<file path="src/rtl/bus_arbiter4_pkg.sv">
// bus_arbiter4_pkg: shared state encodings and width constants for the operand-bus arbiter
package bus_arbiter4_pkg;
    typedef enum logic {
        STATE_IDLE = 1'b0,
        STATE_BUSY = 1'b1
    } state_t;
    localparam int DATA_W = 10;
    localparam int CNT_W  = 4;
endpackage

</file>
<file path="src/rtl/bus_arbiter4_if.sv">
// bus_arbiter4_if: requester-side request/data bundle and the arbitrated operand bus
interface bus_arbiter4_if import bus_arbiter4_pkg::*; #(
    parameter int WIDTH = DATA_W
);
    logic [3:0]       req;
    logic [WIDTH-1:0] A, B, C, D;
    logic [3:0]       gnt;
    logic [1:0]       sw;
    logic [WIDTH-1:0] bus_out;
    logic             bus_valid;
    modport master (output req, A, B, C, D, input gnt, sw, bus_out, bus_valid);
    modport slave  (input req, A, B, C, D, output gnt, sw, bus_out, bus_valid);
endinterface

</file>
<file path="src/rtl/bus_arbiter4_mux4x1.sv">
// bus_arbiter4_mux4x1: 4:1 operand mux feeding the shared bus register
module bus_arbiter4_mux4x1 import bus_arbiter4_pkg::*; #(
    parameter int WIDTH = DATA_W
) (
    input  logic [1:0]       sel,
    input  logic [WIDTH-1:0] a,
    input  logic [WIDTH-1:0] b,
    input  logic [WIDTH-1:0] c,
    input  logic [WIDTH-1:0] d,
    output logic [WIDTH-1:0] y
);
    assign y = sel[1] ? (sel[0] ? d : c) : (sel[0] ? b : a);
endmodule

</file>
<file path="src/rtl/bus_arbiter4.sv">
// bus_arbiter4: round-robin arbiter with hold limit driving the registered shared operand bus
module bus_arbiter4 import bus_arbiter4_pkg::*; #(
    parameter int WIDTH    = DATA_W,
    parameter int MAX_HOLD = 4
) (
    input logic           clk,
    input logic           rst,
    bus_arbiter4_if.slave bus
);
    state_t           state;
    logic [3:0]       gnt, others;
    logic [1:0]       sw, last, nxt;
    logic [CNT_W-1:0] hold_cnt;
    logic [WIDTH-1:0] bus_out, mux_y;
    logic             bus_valid, owner_req, at_max, go;

    // first set bit searching last+1, last+2, last+3, last
    function automatic logic [1:0] rr_pick(input logic [3:0] r, input logic [1:0] l);
        logic [1:0] w, idx;
        w = l;
        for (int k = 4; k >= 1; k--) begin
            idx = l + 2'(k);
            if (r[idx]) w = idx;
        end
        return w;
    endfunction

    assign owner_req = bus.req[sw];
    assign others    = bus.req & ~(4'b1 << sw);
    assign at_max    = hold_cnt == CNT_W'(MAX_HOLD);

    always_comb begin
        go  = state == STATE_BUSY ? (!owner_req || at_max) && |others : |bus.req;
        nxt = rr_pick(state == STATE_BUSY ? others : bus.req, last);
    end

    bus_arbiter4_mux4x1 #(.WIDTH(WIDTH)) u_mux (
        .sel(sw),
        .a(bus.A),
        .b(bus.B),
        .c(bus.C),
        .d(bus.D),
        .y(mux_y)
    );

    always_ff @(posedge clk) begin
        if (rst) begin
            state     <= STATE_IDLE;
            gnt       <= '0;
            sw        <= '0;
            last      <= 2'd3;
            hold_cnt  <= '0;
            bus_out   <= '0;
            bus_valid <= 1'b0;
        end else begin
            bus_valid <= state == STATE_BUSY && owner_req;
            if (state == STATE_BUSY && owner_req) bus_out <= mux_y;
            if (go) begin
                gnt      <= 4'b1 << nxt;
                sw       <= nxt;
                last     <= nxt;
                hold_cnt <= CNT_W'(1);
                state    <= STATE_BUSY;
            end else if (state == STATE_BUSY) begin
                if (!owner_req) begin
                    gnt   <= '0;
                    state <= STATE_IDLE;
                end else begin
                    hold_cnt <= at_max ? CNT_W'(1) : hold_cnt + CNT_W'(1);
                end
            end
        end
    end

    assign bus.gnt       = gnt;
    assign bus.sw        = sw;
    assign bus.bus_out   = bus_out;
    assign bus.bus_valid = bus_valid;
endmodule

</file>
<file path="src/flat_wrapper.sv">
// flat-port wrapper written by rule: the top's interface ports become plain ports
module bus_arbiter4_flat import bus_arbiter4_pkg::*;
#(
    parameter int WIDTH    = DATA_W,
    parameter int MAX_HOLD = 4
)
  (clk, rst, bus_req, bus_A, bus_B, bus_C, bus_D, bus_gnt, bus_sw, bus_bus_out, bus_bus_valid);
  bus_arbiter4_if #(.WIDTH(WIDTH)) bus_i ();
  input logic clk;
  input logic rst;
  input wire logic [$bits(bus_i.req)-1:0] bus_req;
  input wire logic [$bits(bus_i.A)-1:0] bus_A;
  input wire logic [$bits(bus_i.B)-1:0] bus_B;
  input wire logic [$bits(bus_i.C)-1:0] bus_C;
  input wire logic [$bits(bus_i.D)-1:0] bus_D;
  output wire logic [$bits(bus_i.gnt)-1:0] bus_gnt;
  output wire logic [$bits(bus_i.sw)-1:0] bus_sw;
  output wire logic [$bits(bus_i.bus_out)-1:0] bus_bus_out;
  output wire logic [$bits(bus_i.bus_valid)-1:0] bus_bus_valid;
  assign bus_i.req = bus_req;
  assign bus_i.A = bus_A;
  assign bus_i.B = bus_B;
  assign bus_i.C = bus_C;
  assign bus_i.D = bus_D;
  assign bus_gnt = bus_i.gnt;
  assign bus_sw = bus_i.sw;
  assign bus_bus_out = bus_i.bus_out;
  assign bus_bus_valid = bus_i.bus_valid;
  bus_arbiter4 #(.WIDTH(WIDTH), .MAX_HOLD(MAX_HOLD)) u_core (.clk(clk), .rst(rst), .bus(bus_i));
endmodule
</file>
<file path="config.mk">
export PLATFORM = sky130hd
export DESIGN_NAME = bus_arbiter4_flat
export DESIGN_NICKNAME = d
export VERILOG_FILES = /design/src/rtl/bus_arbiter4_pkg.sv /design/src/rtl/bus_arbiter4_if.sv /design/src/rtl/bus_arbiter4_mux4x1.sv /design/src/rtl/bus_arbiter4.sv /design/src/flat_wrapper.sv
export SDC_FILE = /design/constraint.sdc
export NUM_CORES = 1
export LEC_CHECK = 0
export CAP_MARGIN = 10
export CORE_MARGIN = 10
export CORE_UTILIZATION = 35
export CTS_BUF_LIST = sky130_fd_sc_hd__clkbuf_4
export CTS_CLUSTER_SIZE = 8
export DETAILED_ROUTE_END_ITERATION = 12
export GPL_TIMING_DRIVEN = 1
export PLACE_DENSITY = 0.67
export RECOVER_POWER = 50
export SYNTH_ARGS = -nofsm -noshare
export SYNTH_HDL_FRONTEND = slang
export SYNTH_SLANG_ARGS = --single-unit
</file>
<file path="constraint.sdc">
create_clock -name clk -period 3.4 [get_ports clk]
set_input_delay 0.34 -clock clk [delete_from_list [all_inputs] [get_ports clk]]
set_output_delay 0.34 -clock clk [all_outputs]
set_load 0.01 [all_outputs]
</file>
After elaboration in Yosys (flattened, before gate mapping)
Cells that the tools add are included.
Widths: inputs -> output; s select.
{"block": "op_classes", "bitwise_logic": 2, "n_reduce_logical": 12, "n_shift": 2, "mux": 26, "eq_ne": 2, "n_addsub": 4, "magnitude_cmp": 4}
{"operator": "$mux 10", "count": 3}
{"operator": "$mux 4", "count": 5}
{"operator": "$lt 2x3->1 const B", "count": 4}
{"operator": "$mux 1", "count": 11}
{"operator": "$bmux 1 s2", "count": 4}
{"operator": "$reduce_or 4->1", "count": 2}
{"operator": "$shl 1x2->4 const A", "count": 2}
{"operator": "$mux 2", "count": 3}
{"operator": "$reduce_and 2->1", "count": 3}
{"operator": "$add 2x2->2 const B", "count": 2}
{"operator": "$add 4x1->4 const B", "count": 1}
{"operator": "$and 4x4->4", "count": 1}
{"operator": "$eq 4x3->1 const B", "count": 1}
{"operator": "$not 4->4", "count": 1}
{"operator": "$reduce_bool 2->1", "count": 2}
{"operator": "$add 2x1->2 const B", "count": 1}
{"operator": "$logic_and 1x1->1", "count": 2}
{"operator": "$ne 2x2->1 const B", "count": 1}
{"operator": "$reduce_or 2->1", "count": 1}
{"operator": "$logic_not 1->1", "count": 1}
{"operator": "$logic_or 1x1->1", "count": 1}
{"block": "word_totals", "elab_cells": 60, "regBits": 24, "input_bits": 46}

Logic depth before layout (Yosys ltp)
{"block": "depth", "ltp_word": 11, "mapped_depth": 8, "depth_no_buf": 8}

Hierarchy
From an unflattened synthesis, not the netlist that was laid out.
{"block": "unflattened", "cells_unflattened": 152, "hier_area_um2": 1456.4}
{"mod": "bus_arbiter4", "area_per_inst_um2": 1214.9, "cells_per_inst": 140, "seq_area_each_um2": 480.5, "n_inst": 1}
{"mod": "bus_arbiter4_mux4x1", "area_per_inst_um2": 241.5, "cells_per_inst": 12, "seq_area_each_um2": 0.0, "n_inst": 1}

Worst setup path after synthesis
No wires, ideal clock.
{"block": "synth_timing", "kind": "register -> register", "startpoint": "register u_core.sw[1], in the netlist u_core.bus.sw[1]", "endpoint": "register u_core.gnt[0], in the netlist u_core.bus.gnt[0]", "setup_time_ns": 0.117, "stages_incl_launch_ff": 8, "setup_slack_ns": 1.627, "synth_period_minus_slack_ns": 1.773, "n_path_buf": 1, "arrival_time_ns": 1.656, "path_cell_list": "dfxtp_1 > buf_4 > nand3b_4 > or2_4 > a311oi_2 > a22oi_1 > and2_4 > a32o_1"}
{"block": "synth_via", "elab_chain_len": 11, "elab_cells_between_ends": 25}
{"item": "start: declaration", "line": "bus_arbiter4.sv:12", "text": "logic [1:0] sw, last, nxt;"}
{"item": "start signal: assignment", "line": "bus_arbiter4.sv:60", "text": "sw <= nxt;"}
{"item": "$shl 1x2->4", "line": "bus_arbiter4.sv:29", "text": "assign others = bus.req & ~(4'b1 << sw);"}
{"item": "$not 4->4", "line": "bus_arbiter4.sv:29"}
{"item": "$and 4x4->4", "line": "bus_arbiter4.sv:29"}
{"item": "$mux 4", "line": "bus_arbiter4.sv:34", "text": "nxt = rr_pick(state == STATE_BUSY ? others : bus.req, last);"}
{"item": "$bmux 1 s2", "line": "bus_arbiter4.sv:23", "text": "if (r[idx]) w = idx;"}
{"item": "$mux 1 (implied by the code)", "line": "bus_arbiter4.sv:23"}
{"item": "$mux 2 (3 in series)", "line": "bus_arbiter4.sv:23"}
{"item": "$shl 1x2->4", "line": "bus_arbiter4.sv:59", "text": "gnt <= 4'b1 << nxt;"}
{"item": "$mux 4", "line": "bus_arbiter4.sv:58", "text": "if (go) begin"}
{"item": "end signal: assignment", "line": "bus_arbiter4.sv:59"}
{"item": "end: declaration", "line": "bus_arbiter4.sv:11", "text": "logic [3:0] gnt, others;"}
Several ways; a longest one is shown, not always the timed one. The select of a mux whose other input is x is not followed.
A chain may end at the register's enable or synchronous reset.

Worst setup path in the final report
{"block": "layout_timing", "startpoint": "register u_core.sw[1], in the netlist u_core.bus.sw[1]", "endpoint": "register u_core.gnt[3], in the netlist u_core.bus.gnt[3]"}
Same word-level chain as after synthesis.

==> flow_summary.toml <==
[power]
swShare = 0.391
seqPwrFrac = 0.303
pwr-share-clk = 0.135
finalPower_w = 0.00152
internal-power_w = 0.000927
vdd_drop_max_mv = 0.317
p_comb_frac = 0.562
switchingPower_w = 0.000595
power_density_mw_per_mm2 = 669
p_leak_nw = 0.888

[critical_path]
rr_worst_depth = 5
endpoint_kind = "flop"
cp_slowest_stage_delay_ps = 640
crit_chain = "mux4_2 -> and2_0 -> a21oi_1 -> nor2_1 -> a32o_1"
startpoint_type = "flop"
crit_required_ps = 3630
cp_slowest_cell = "dfxtp_1"
critPathLaunch = "u_core.bus.sw[1]"
r2r_end = "u_core.bus.gnt[3]"
rrSetupSlack_ps = 1000
cp-endpoint = "u_core.bus.gnt[3]"
critical_path_arrival_ps = 2630
critical_path_class = "flop to flop"
r2r_start = "u_core.bus.sw[1]"
crit_path_max_fanout = 17

[layout]
drive_gt1_frac = 0.121
area_growth_pct = 41.1
n_fill_cell = 424
nets = 281
seq_area_sq_um = 480
final_core_util = 0.516
multi_input_area_sq_mm = 0.00102
n_antenna_cell = 0

[synth]
yosys.cell_count.top_type = "nand2_1"
yosysTopAreaCell = "dfxtp_1"
netlist_instances = 179
synth_edf_count = 0
syn_area_sq_mm = 0.00161
synth_area_leaders = "dfxtp_1 (30%), mux4_2 (15%), nand2_1 (7.2%)"
yosysSeqAreaShare = 0.298
synth_common_cells = "nand2_1 (31), dfxtp_1 (24), a21oi_1 (14)"
syn_area_per_cell_sq_um = 9.01
synth_top_area_share = 0.298
synth-main-ff-cell = "dfxtp_1"
synth_cell_type_count = 50
synth_fp_nets = 227
synth-async-reset-ratio = 0
ys_seq_elements = 24
yosys_warnings = 0

[clock_network]
clk_pin_slew_ps = 130
clkSinkCount = 24
htreeDepth = 1
clock_path_buffers = 2
ctsResizeCount = 0
cts_hold_buf = 0
post_cts_buffers = 0
cts_tree = "done"
cts_root_buf = "clkbuf_4"
numCtsBuffers = 3
clk_latency_ps = 320

[timing]
setup_tns_ps = 0
hold_viol = 0
max-slew-margin-rel = 0.445
clock_skew_ps = 6.62
drv_slew = 0
final-setup-viol-count = 0
post-route-min-period_ps = 2400
rsz0062_at_grt = "false"
tightest_slew_ps = 832
fin_ws_ps = 996
final.period_utilization = 0.707
fmax_ghz = 0.416

[die]
die_w_um = 87.9
rows = 24
die_h_um = 87.9
start_util = 0.365
die-area_sq_mm = 0.00772
io_pins = 63
coreArea_sq_mm = 0.00441

[min_path]
hp-class = "flop to flop"
holdPathStages = 2

[drt]
routed_via_density = 5.24
postRouteAntennaNets = 0
vias = 1487
dr.pass1.iters = 4
routedWlPerCell_um = 15.8
drc_errors = 0
drtIter0Drc = 115
totalWireLength_um = 4490

[place]
gp_congestion = 0.834
port_buffers = 62
dpl_worst_slack_ps = 918
place_hpwl_um = 3640

[global_routing]
grt_overflow = 0
grt_antenna_before_repair = 0
grt_pass1_wl_um = 7150
grt_pass1_vias = 1377
grt_max_degree = 20
grt_use_total = 0.113

[run_status]
outcome = "complete, no violations"

[job]
cap_violations = 0
-- stage by stage --
step	hold WS [ps]	area, sq um	instances
detailed placement	447	2220	280
global placement	442	2220	280
CTS	466	2280	284
floorplan	470	1610	179
finish	458	2280	284
global route	490	2280	284
-- final cells by class --
type                    count  area share
flip-flops and latches     24       0.211
multi-input cells         133       0.446
repair buffers             64       0.279
well taps                  52      0.0286
clock inverters             1      0.0132
inverters                   7      0.0115
clock buffers               3     0.00990
-- cells by family after synthesis --
family / Yosys count / share of synthesized area
compound gates: 43 / 0.202
buf+inv: 22 / 0.0721
mux: 12 / 0.160
xor+xnor: 4 / 0.0217
flops: 24 / 0.298
simple gates: 72 / 0.230
fa+ha+maj: 2 / 0.0155
-- worst max-delay path, delay by kind of cell (launching register included) --
family / cells / cell delay, ps
AOI/OAI and AO/OA: 2 / 510
DFF: 1 / 640
muxes: 1 / 590
and+or+nand+nor: 2 / 580
-- cells in the final DEF (no fill, tap or decap), drive strengths merged, types with 2 or more instances in the layout --
master,n
a21oi,15
a311oi,3
a31oi,2
a32o,4
and2,4
buf,2
clkbuf,3
clkdlybuf4s50,44
dfxtp,24
dlygate4sd3,18
ha,2
inv,7
mux4,11
nand2,31
nand2b,4
nand3,3
nand3b,3
nand4,2
nor2,11
nor2b,3
nor3,4
o21ai,4
o21bai,3
o22ai,3
or2,2
xor2,3
-- power by group through the flow --
stage | sequential (W) | clock (W) | combinational [W]
after floorplan | 0.000423 | 0 | 0.000673
after global placement | 0.000471 | 0 | 0.000877
after detailed placement | 0.000470 | 0 | 0.000879
after CTS | 0.000464 | 0.000210 | 0.000884
after global routing | 0.000479 | 0.000223 | 0.000948
final | 0.000461 | 0.000205 | 0.000856
-- sequential cells by signal (all words and copies together), names as in the netlist --
signal                flops
u_core.state              1
u_core.bus.bus_valid      1
u_core.bus.gnt            4
u_core.last               2
u_core.bus.bus_out       10
u_core.bus.sw             2
u_core.hold_cnt           4
-- worst min-delay path by stage --
stage | from | slack [ps] | endpoint
floorplan | u_core.hold_cnt[3] | 470 | u_core.hold_cnt[3]
global placement | u_core.bus.bus_out[4] | 440 | u_core.bus.bus_out[4]
detailed placement | u_core.bus.bus_out[6] | 450 | u_core.bus.bus_out[6]
CTS | u_core.bus.bus_out[6] | 470 | u_core.bus.bus_out[6]
global route | u_core.bus.bus_out[9] | 490 | u_core.bus.bus_out[9]
finish | u_core.bus.bus_out[4] | 460 | u_core.bus.bus_out[4]
-- layer usage --
layer | up-vias | track usage | share of wire
li1 | 758 | - | -
met1 | 695 | 0.148 | 0.42
met2 | 32 | 0.181 | 0.52
met3 | 2 | 0.0362 | 0.052
met4 | 0 | 0.0174 | 0.0058
met5 | - | 0 | 0
(Power assumes the default switching activity.)
